File: src/rtl/mem_access_stage_pkg.sv
// Shared encodings for the MEM stage: funct3 sizes, ResultSrc,
// FSM states and controlW bit positions.
package mem_access_stage_pkg;

  localparam logic [2:0] F3_B  = 3'b000;
  localparam logic [2:0] F3_H  = 3'b001;
  localparam logic [2:0] F3_W  = 3'b010;
  localparam logic [2:0] F3_BU = 3'b100;
  localparam logic [2:0] F3_HU = 3'b101;

  localparam logic [1:0] RS_ALU = 2'b00;
  localparam logic [1:0] RS_MEM = 2'b01;
  localparam logic [1:0] RS_PC4 = 2'b10;

  localparam int CW_RW    = 2;
  localparam int CW_RS_HI = 1;
  localparam int CW_RS_LO = 0;

  typedef enum logic {
    IDLE,
    WAIT
  } state_t;

  typedef enum logic [1:0] {
    SZ_B,
    SZ_H,
    SZ_W
  } size_t;

  // Unlisted funct3 codes fall back to a word access.
  function automatic size_t f3_size(
    input logic [2:0] f3
  );
    size_t s;
    unique case (f3)
      F3_B, F3_BU: s = SZ_B;
      F3_H, F3_HU: s = SZ_H;
      default:     s = SZ_W;
    endcase
    return s;
  endfunction

endpackage

File: src/rtl/mem_access_stage_lsu_lane_align.sv
// Byte-lane logic: store replicate/byte enables, misalign detect,
// and load extract with sign/zero extension.
// Ports: st_* request side (funct3, offset, rs2 data -> wdata, be,
// misalign); ld_* completion side (funct3, offset, word -> data).
module lsu_lane_align
  import mem_access_stage_pkg::*;
#(
  parameter int XLEN = 32
) (
  input  logic [2:0]      st_funct3,
  input  logic [1:0]      st_off,
  input  logic [XLEN-1:0] st_data,
  output logic [XLEN-1:0] st_wdata,
  output logic [3:0]      st_be,
  output logic            st_misalign,
  input  logic [2:0]      ld_funct3,
  input  logic [1:0]      ld_off,
  input  logic [XLEN-1:0] ld_word,
  output logic [XLEN-1:0] ld_data
);

  size_t st_sz;
  size_t ld_sz;
  logic  ld_uns;
  logic [7:0]  ld_b;
  logic [15:0] ld_h;

  assign st_sz  = f3_size(st_funct3);
  assign ld_sz  = f3_size(ld_funct3);
  assign ld_uns = ld_funct3[2];

  always_comb begin
    st_wdata = st_data;
    st_be    = 4'b1111;
    unique case (st_sz)
      SZ_B: begin
        st_wdata = {4{st_data[7:0]}};
        st_be    = 4'b0001 << st_off;
      end
      SZ_H: begin
        st_wdata = {2{st_data[15:0]}};
        st_be    = st_off[1] ? 4'b1100 : 4'b0011;
      end
      default: begin
        st_wdata = st_data;
        st_be    = 4'b1111;
      end
    endcase
  end

  assign st_misalign =
    ((st_sz == SZ_H) && st_off[0]) ||
    ((st_sz == SZ_W) && (st_off != 2'b00));

  always_comb begin
    ld_b = 8'h00;
    unique case (ld_off)
      2'd0: ld_b = ld_word[7:0];
      2'd1: ld_b = ld_word[15:8];
      2'd2: ld_b = ld_word[23:16];
      2'd3: ld_b = ld_word[31:24];
      default: ld_b = 8'h00;
    endcase
  end

  assign ld_h = ld_off[1] ? ld_word[31:16] : ld_word[15:0];

  always_comb begin
    ld_data = ld_word;
    unique case (ld_sz)
      SZ_B: ld_data = ld_uns ?
        {{(XLEN-8){1'b0}}, ld_b} :
        {{(XLEN-8){ld_b[7]}}, ld_b};
      SZ_H: ld_data = ld_uns ?
        {{(XLEN-16){1'b0}}, ld_h} :
        {{(XLEN-16){ld_h[15]}}, ld_h};
      default: ld_data = ld_word;
    endcase
  end

endmodule

File: src/rtl/mem_access_stage.sv
// MEM stage with data-memory req/ready handshake and MEM/WB register.
// Ports: EX/MEM fields in (*M), dmem_* bus, stallM upstream, *W out.
module mem_access_stage
  import mem_access_stage_pkg::*;
#(
  parameter int XLEN = 32,
  parameter int REGW = 5
) (
  input  logic            clk,
  input  logic            rst_n,
  input  logic            validM,
  input  logic [XLEN-1:0] ALUResultM,
  input  logic [XLEN-1:0] WriteDataM,
  input  logic [XLEN-1:0] PCPlus4M,
  input  logic [REGW-1:0] RdM,
  input  logic            RegWriteM,
  input  logic [1:0]      ResultSrcM,
  input  logic            MemReadM,
  input  logic            MemWriteM,
  input  logic [2:0]      funct3M,
  output logic            dmem_req,
  output logic            dmem_we,
  output logic [XLEN-1:0] dmem_addr,
  output logic [XLEN-1:0] dmem_wdata,
  output logic [3:0]      dmem_be,
  input  logic            dmem_ready,
  input  logic [XLEN-1:0] dmem_rdata,
  output logic            stallM,
  output logic [XLEN-1:0] ALUResultW,
  output logic [XLEN-1:0] ReadDataW,
  output logic [XLEN-1:0] PCPlus4W,
  output logic [REGW-1:0] RdW,
  output logic [2:0]      controlW,
  output logic            misalignW
);

  state_t state;

  logic [XLEN-1:0] addr_q;
  logic [XLEN-1:0] wdata_q;
  logic [3:0]      be_q;
  logic            we_q;
  logic [2:0]      f3_q;
  logic [1:0]      off_q;

  logic            in_wait;
  logic            mem_op;
  logic            st_mis;
  logic            misalign;
  logic            issue;
  logic            done;
  logic            load_done;
  logic [XLEN-1:0] st_wdata;
  logic [3:0]      st_be;
  logic [XLEN-1:0] ld_data;
  logic [XLEN-1:0] cur_addr;

  assign in_wait  = (state == WAIT);
  assign mem_op   = validM & (MemReadM | MemWriteM);
  assign cur_addr = {ALUResultM[XLEN-1:2], 2'b00};

  lsu_lane_align #(
    .XLEN(XLEN)
  ) u_align (
    .st_funct3  (funct3M),
    .st_off     (ALUResultM[1:0]),
    .st_data    (WriteDataM),
    .st_wdata   (st_wdata),
    .st_be      (st_be),
    .st_misalign(st_mis),
    .ld_funct3  (in_wait ? f3_q : funct3M),
    .ld_off     (in_wait ? off_q : ALUResultM[1:0]),
    .ld_word    (dmem_rdata),
    .ld_data    (ld_data)
  );

  // Misalignment only matters when a new access is being considered.
  assign misalign = mem_op & st_mis & ~in_wait;
  assign issue    = ~in_wait & mem_op & ~misalign;

  // rst_n gates the bus so it drops mid-transaction without a clock.
  assign dmem_req   = rst_n & (issue | in_wait);
  assign dmem_we    = dmem_req & (in_wait ? we_q : MemWriteM);
  assign dmem_addr  = in_wait ? addr_q : cur_addr;
  assign dmem_wdata = in_wait ? wdata_q : st_wdata;
  assign dmem_be    = in_wait ? be_q : st_be;

  assign stallM    = dmem_req & ~dmem_ready;
  assign done      = dmem_req & dmem_ready;
  // Store wins when both read and write are set.
  assign load_done = done & ~(in_wait ? we_q : MemWriteM);

  always_ff @(posedge clk or negedge rst_n) begin
    if (!rst_n) begin
      state      <= IDLE;
      addr_q     <= '0;
      wdata_q    <= '0;
      be_q       <= '0;
      we_q       <= 1'b0;
      f3_q       <= '0;
      off_q      <= '0;
      ALUResultW <= '0;
      ReadDataW  <= '0;
      PCPlus4W   <= '0;
      RdW        <= '0;
      controlW   <= '0;
      misalignW  <= 1'b0;
    end else begin
      unique case (state)
        IDLE: begin
          if (issue && !dmem_ready) begin
            state   <= WAIT;
            addr_q  <= cur_addr;
            wdata_q <= st_wdata;
            be_q    <= st_be;
            we_q    <= MemWriteM;
            f3_q    <= funct3M;
            off_q   <= ALUResultM[1:0];
          end
        end
        WAIT: begin
          if (dmem_ready) state <= IDLE;
        end
        default: state <= IDLE;
      endcase

      if (stallM) begin
        controlW  <= '0;
        misalignW <= 1'b0;
      end else begin
        ALUResultW <= ALUResultM;
        PCPlus4W   <= PCPlus4M;
        RdW        <= RdM;
        ReadDataW  <= load_done ? ld_data : '0;
        misalignW  <= misalign;
        if (validM) begin
          controlW[CW_RW] <= RegWriteM & ~misalign;
          controlW[CW_RS_HI:CW_RS_LO] <= ResultSrcM;
        end else begin
          controlW <= '0;
        end
      end
    end
  end

endmodule

File: config.mk
export PLATFORM = sky130hd
export DESIGN_NAME = mem_access_stage
export DESIGN_NICKNAME = d
export VERILOG_FILES = /design/src/rtl/mem_access_stage_pkg.sv /design/src/rtl/mem_access_stage_lsu_lane_align.sv /design/src/rtl/mem_access_stage.sv
export SDC_FILE = /design/constraint.sdc
export NUM_CORES = 1
export LEC_CHECK = 0
export BUFFER_PORTS_ARGS = -buffer_cell sky130_fd_sc_hd__buf_2
export CELL_PAD_IN_SITES_DETAIL_PLACEMENT = 0
export CELL_PAD_IN_SITES_GLOBAL_PLACEMENT = 1
export CORE_ASPECT_RATIO = 1.2
export CORE_MARGIN = 2
export CORE_UTILIZATION = 42
export DETAILED_ROUTE_END_ITERATION = 16
export HOLD_SLACK_MARGIN = 0.12
export PLACE_DENSITY_LB_ADDON = 0.1
export RECOVER_POWER = 25
export SYNTH_ARGS = -nofsm -noshare
export SYNTH_HDL_FRONTEND = slang
export SYNTH_HIERARCHICAL = 1
export SYNTH_SLANG_ARGS = --single-unit
File: constraint.sdc
create_clock -name clk -period 4.3 [get_ports clk]
set_input_delay 0.215 -clock clk [delete_from_list [all_inputs] [get_ports clk]]
set_output_delay 0.215 -clock clk [all_outputs]
set_load 0.01 [all_outputs]
# ---- After elaboration in Yosys (flattened, before gate mapping)
# Index checks and enable logic that the tools add are counted.
dict set report classes {
  bitwise_logic 17
  n_eq_ne 12
  n_reduce_logical 16
  shifts 1
  n_mux 23
}
# cell count
set ops {}
lappend ops {{$mux W32} 5}
lappend ops {{$pmux W32 S2} 2}
lappend ops {{$pmux W8 S4} 1}
lappend ops {{$mux W16} 1}
lappend ops {{$eq A3 B3 Y1 const B} 4}
lappend ops {{$and A1 B1 Y1} 11}
lappend ops {{$mux W3} 3}
lappend ops {{$mux W4} 2}
lappend ops {{$pmux W2 S2} 2}
lappend ops {{$pmux W4 S2} 1}
lappend ops {{$reduce_or A2 Y1} 4}
lappend ops {{$eq A2 B1 Y1 const B} 3}
lappend ops {{$eq A2 B2 Y1 const B} 3}
lappend ops {{$eq A3 B1 Y1 const B} 2}
lappend ops {{$logic_not A2 Y1} 3}
lappend ops {{$logic_not A3 Y1} 2}
lappend ops {{$mux W1} 4}
lappend ops {{$not A1 Y1} 4}
lappend ops {{$shl A1 B2 Y4 const A} 1}
lappend ops {{$logic_and A1 B1 Y1} 3}
lappend ops {{$mux W2} 1}
lappend ops {{$or A1 B1 Y1} 2}
lappend ops {{$pmux W1 S2} 1}
lappend ops {{$reduce_and A2 Y1} 1}
lappend ops {{other kinds (3)} 3}
dict set report word_totals {
  register_bits 178
  input_bits 145
  output_inout_bits 176
  elab_cells 82
}

# ---- Depth between registers and ports, before layout
dict set report logic_depth {
  ltp_word 15
  depth_mapped 11
  mapped_depth_nobuf 7
}

# ---- Cells and area by module
# The synthesis kept the hierarchy.
# module cells_each area_each_um2 instances seq_area_each_um2
set by_module_without_submodules {}
lappend by_module_without_submodules {mem_access_stage 513 7678.6 1 4454.3}
lappend by_module_without_submodules {lsu_lane_align 201 1442.6 1 0.0}

# ---- Least setup slack after synthesis
# OpenSTA, ideal clock, no wires.
dict set report synth_path {
  path_type {register -> register}
  startpoint {reg state, in the netlist in_wait}
  endpoint {reg ReadDataW[15]}
  path_slack_ns 1.805
  path_stages_with_launch 11
  n_path_buf 4
  setup_time_ns 0.132
  required_ns 4.168
  period_less_slack_ns 2.495
  arrival_time_ns 2.363
  cell_sequence {dfrtp_1 clkbuf_1 clkbuf_1 mux2_2 buf_6 mux2_4 a22oi_4 buf_6 o22ai_1 a22oi_1 nor2_1}
}
dict set report synth_between {
  word_cells_on_any_way 33
  classes_between {7 x eq/ne; 10 x mux; 11 x bitwise; 5 x reduce/logical}
}
# item line
set synth_lines {}
lappend synth_lines {{start: declaration} mem_access_stage.sv:37} ;# state_t state;
lappend synth_lines {{start signal: assignment} mem_access_stage.sv:95} ;# state <= IDLE;
lappend synth_lines {{start signal: assignment} mem_access_stage.sv:112} ;# state <= WAIT;
lappend synth_lines {{start signal: assignment} mem_access_stage.sv:122} ;# if (dmem_ready) state <= IDLE;
lappend synth_lines {{$mux W3} mem_access_stage.sv:71} ;# .ld_funct3 (in_wait ? f3_q : funct3M),
lappend synth_lines {{$eq A3 B1 Y1, or another cell as far along} mem_access_stage_pkg.sv:35} ;# unique case (f3)
lappend synth_lines {{$reduce_or A2 Y1} mem_access_stage_pkg.sv:35}
lappend synth_lines {{$pmux W2 S2} mem_access_stage_pkg.sv:35}
lappend synth_lines {{$eq A2 B1 Y1 or $logic_not A2 Y1 (tied branches)} mem_access_stage_lsu_lane_align.sv:70} ;# unique case (ld_sz)
lappend synth_lines {{$pmux W32 S2 (*)} mem_access_stage_lsu_lane_align.sv:70}
lappend synth_lines {{net ld_data[15]} mem_access_stage.sv:55} ;# logic [XLEN-1:0] ld_data;
lappend synth_lines {{$mux W32 (*)} mem_access_stage.sv:134} ;# ReadDataW <= load_done ? ld_data : '0;
lappend synth_lines {{end signal: assignment} mem_access_stage.sv:134}
lappend synth_lines {{end: declaration} mem_access_stage.sv:30} ;# output logic [XLEN-1:0] ReadDataW,
# Mark *: on every way through the listed nets, which the timed path passes. The rest lies on a longest branch.
# A chain may end at the register's enable or synchronous reset.

# ---- Final worst setup path
dict set report layout_path {
  startpoint {in ALUResultM[0]}
  endpoint {out stallM}
}
dict set report layout_between {
  elab_chain_cells 10
  word_cells_on_any_way 11
  classes_between {7 x bitwise; 4 x reduce/logical}
}
# item line
set layout_rtl {}
lappend layout_rtl {{start: declaration} mem_access_stage.sv:12} ;# input logic [XLEN-1:0] ALUResultM,
lappend layout_rtl {{$reduce_bool A2 Y1} mem_access_stage_lsu_lane_align.sv:53} ;# ((st_sz == SZ_W) && (st_off != 2'b00));
lappend layout_rtl {{$logic_and A1 B1 Y1} mem_access_stage_lsu_lane_align.sv:53}
lappend layout_rtl {{$logic_or A1 B1 Y1 (*)} mem_access_stage_lsu_lane_align.sv:52} ;# ((st_sz == SZ_H) && st_off[0]) ||
lappend layout_rtl {{net st_mis} mem_access_stage.sv:48} ;# logic st_mis;
lappend layout_rtl {{$and A1 B1 Y1 (*) (2 in a row)} mem_access_stage.sv:78} ;# assign misalign = mem_op & st_mis & ~in_wait;
lappend layout_rtl {{$not A1 Y1 (*)} mem_access_stage.sv:79} ;# assign issue = ~in_wait & mem_op & ~misalign;
lappend layout_rtl {{$and A1 B1 Y1 (*)} mem_access_stage.sv:79}
lappend layout_rtl {{$or A1 B1 Y1 (*)} mem_access_stage.sv:82} ;# assign dmem_req = rst_n & (issue | in_wait);
lappend layout_rtl {{$and A1 B1 Y1 (*)} mem_access_stage.sv:82}
lappend layout_rtl {{$and A1 B1 Y1 (*)} mem_access_stage.sv:88} ;# assign stallM = dmem_req & ~dmem_ready;
lappend layout_rtl {{end: declaration} mem_access_stage.sv:28} ;# output logic stallM,
# Marked as above.

==> flow_metrics.py <==
metrics = {
    "sta": {
        "finalSetupViolCount": 0,
        "finClkSkew_ns": 0.0106,
        "finalHoldViolations": 0,
        "fin_crit_ns": 2.91,
        "fmax_mhz": 344,
        "tightest_slew_ns": 1.05,
        "slew_headroom_pct": 30.2,
        "grt_setup_unrepaired": "no",
        "setup-tns-final_ns": 0,
        "slew_violations": 0,
        "layout_worst_path_cycle_share_pct": 67.6,
    },
    "critical_path": {
        "worst_setup_path_end_kind": "output port",
        "critPathMaxFanout": 33,
        "cp.required_ns": 4.09,
        "cp_slowest_stage_delay_ns": 0.73,
        "cp_slowest_cell": "inv_2",
        "cp_common_cell": "buf_2",
        "worstPathCellList": "dlygate4sd3_1 -> buf_2 -> a21oi_1 -> nor2_1 -> inv_1 -> a31oi_4 -> nand2b_2 -> inv_2 -> buf_2",
        "worstSetupStartpointType": "input pin",
        "arrival_ns": 2.69,
        "critPathKind": "in -> out",
    },
    "logic_synthesis": {
        "synth-async-reset-ratio_pct": 100,
        "post_synth_num_cell_types": 38,
        "synth.top_cell.area_share_pct": 48.8,
        "synth_area_leaders": "dfrtp_1 49%, mux2_2 24%, mux2_4 5.1%, a22oi_1 2.7%, mux4_2 2.0%",
        "synth_edf_count": 0,
        "avgSynthCellArea_um2": 12.8,
        "synth_warnings": 6,
        "synth-seq-cells": 178,
        "netlist.top_cell.by_area": "dfrtp_1",
        "syn_area_mm2": 0.00912,
        "ys_seq_area_share_pct": 48.8,
        "synth_ff_type": "dfrtp_1",
        "synth_cells": 714,
    },
    "worst_hold_path": {
        "min_path_type": "in -> reg",
    },
    "final_layout": {
        "final_nets": 1228,
        "syn2layout_area_growth_pct": 33.0,
        "final_layout_size_suffix_gt1_share_pct": 47.2,
        "most-common-layout-cells": "230 x buf_2, 194 x mux2_2, 177 x dfrtp_1",
        "regArea_mm2": 0.00446,
        "multi_input_area_mm2": 0.00429,
        "fill_cells": 1947,
        "layout_commonest_cell": "buf_2",
        "fin_area_mm2": 0.0121,
    },
    "route": {
        "wl_per_cell_um": 17.8,
        "vias": 6960,
        "routed_wl_mm": 24.4,
        "drcViolationCount": 0,
        "viasPerCell": 5.07,
        "dr.pass1.iters": 5,
        "drtAntennaViolNets": 0,
        "drtIter0Drc": 273,
    },
    "clocking": {
        "cts.path.max_buffers": 2,
        "cts-root-buf": "clkbuf_16",
        "numCtsBuffers": 17,
        "htreeDepth": 4,
        "cts_tree": "done",
        "cts_resized": 0,
        "clkLatencyLatePin_ns": 0.43,
        "cts.sinks": 178,
        "clk_pin_slew_worst_paths_ns": 0.07,
    },
    "pwr": {
        "powerDensity_mw_per_mm2": 388,
        "vdd_ir_drop_max_mv": 0.297,
        "power_leakage_nw": 5.45,
    },
    "place": {
        "dp_hpwl_mm": 16.3,
        "dpl_cell_area_mm2": 0.0108,
        "portBuffers": 318,
        "place.gp.congestion": 0.780,
    },
    "grt": {
        "grt_max_degree": 136,
        "grt_pass1_vias": 6891,
        "grt_overflow": 0,
        "grt_pass1_wl_mm": 37.9,
        "grt_usage_pct": 20.9,
        "antenna_found_initial": 3,
    },
    "outcome": {
        "outcome": "completed",
    },
    "floorplan": {
        "num_rows": 59,
        "initial_core_util_pct": 42.5,
        "fp.dieW_um": 139,
        "die_area_mm2": 0.0229,
        "fp.dieH_um": 165,
        "io_pins": 321,
        "core_area_mm2": 0.0215,
    },
    "flow_run": {
        "maxCapViolations": 0,
    },
}
## cell families (layout without fill, tap and decap cells)
logic type,Yosys count,count (layout),synth area share (%)
DFF,178,178,48.8
buffers and inverters,67,448,4.38
and+or+nand+nor,114,114,6.35
muxes,247,247,32.6
other,1,4,0.0411
AOI/OAI and AO/OA,107,107,7.75
## per-layer routing
layer | vias up | track usage, % | wire length (µm)
met2 | 239 | 34.5 | 11900
li1 | 3311 | - | -
met1 | 3372 | 26.4 | 10400
met5 | - | 0 | 0
met3 | 38 | 5.16 | 1540
met4 | 0 | 8.63 | 644
## repair_timing
action | in CTS | in global routing
hold endpoints to repair | 158 | 0
setup buffers | 0 | 0
hold buffers | 86 | 0
## registers in the layout, indices dropped and copies added, names as in the netlist
name,count
PCPlus4W,32
addr_q,30
we_q,1
wdata_q,32
ALUResultW,32
be_q,4
off_q,2
misalignW,1
in_wait,1
RdW,5
f3_q,3
controlW,3
ReadDataW,32
## synthesized netlist by cell type (all sizes together) (8+ instances only)
library cell / instances
mux2: 231
dfrtp: 178
nor2: 49
buf: 47
a21oi: 34
a22oi: 34
nor2b: 21
clkbuf: 17
nand2: 17
o21ai: 15
o22ai: 10
a211oi: 9
mux2i: 8
mux4: 8
## power by group
part	leakage [nW]	switching (mW)	total [mW]	internal, mW
sequential	2.17	0.124	2.04	1.92
combinational	2.99	0.507	1.07	0.567
clock	0.291	0.713	1.59	0.882
total	5.45	1.34	4.71	3.37
## worst max-delay path, delay by kind of cell
kind | cells | cell delay, ns
simple gates | 2 | 0.31
buf+inv | 5 | 1.91
compound gates | 2 | 0.22
## stage by stage
stage | setup slack [ns] | instances | total power, mW | utilization (%) | hold slack [ns]
finish | 1.39 | 1372 | 4.71 | 56.5 | 0.145
CTS | 1.38 | 1370 | 4.80 | 57.0 | 0.133
detailed placement | 1.33 | 1252 | 3.11 | 50.2 | 0.183
global route | 1.23 | 1372 | 4.96 | 56.5 | 0.153
floorplan | 1.81 | 715 | 2.74 | - | -0.0806
global placement | 1.36 | 1252 | 3.09 | 50.2 | 0.190
## cell type report
type	instances	share of cell area, %
clock buffers	19	3.57
flip-flops and latches	178	36.8
diodes	2	0.0413
well taps	274	2.83
multi-input cells	470	35.3
clock inverters	13	1.33
inverters	3	0.0928
repair buffers	413	20.1
## final timing paths
kind | start | to | slack, ns | cells after the start
worst max-delay path | ALUResultM[0] | stallM | 1.39 | 9
worst min-delay path | WriteDataM[28] | wdata_q[28]$_DFFE_PN0P_ | 0.15 | 4
worst max register to register | in_wait$_DFF_PN0_ | ReadDataW[15]$_DFFE_PN0P_ | 1.53 | 6
worst min register to register | addr_q[9]$_DFFE_PN0P_ | addr_q[9]$_DFFE_PN0P_ | 0.49 | 1
max in group asynchronous | rst_n | wdata_q[24]$_DFFE_PN0P_ | 2.92 | 3
min in group asynchronous | rst_n | PCPlus4W[26]$_DFFE_PN0P_ | 0.28 | 2
(Power assumes the default switching activity.)
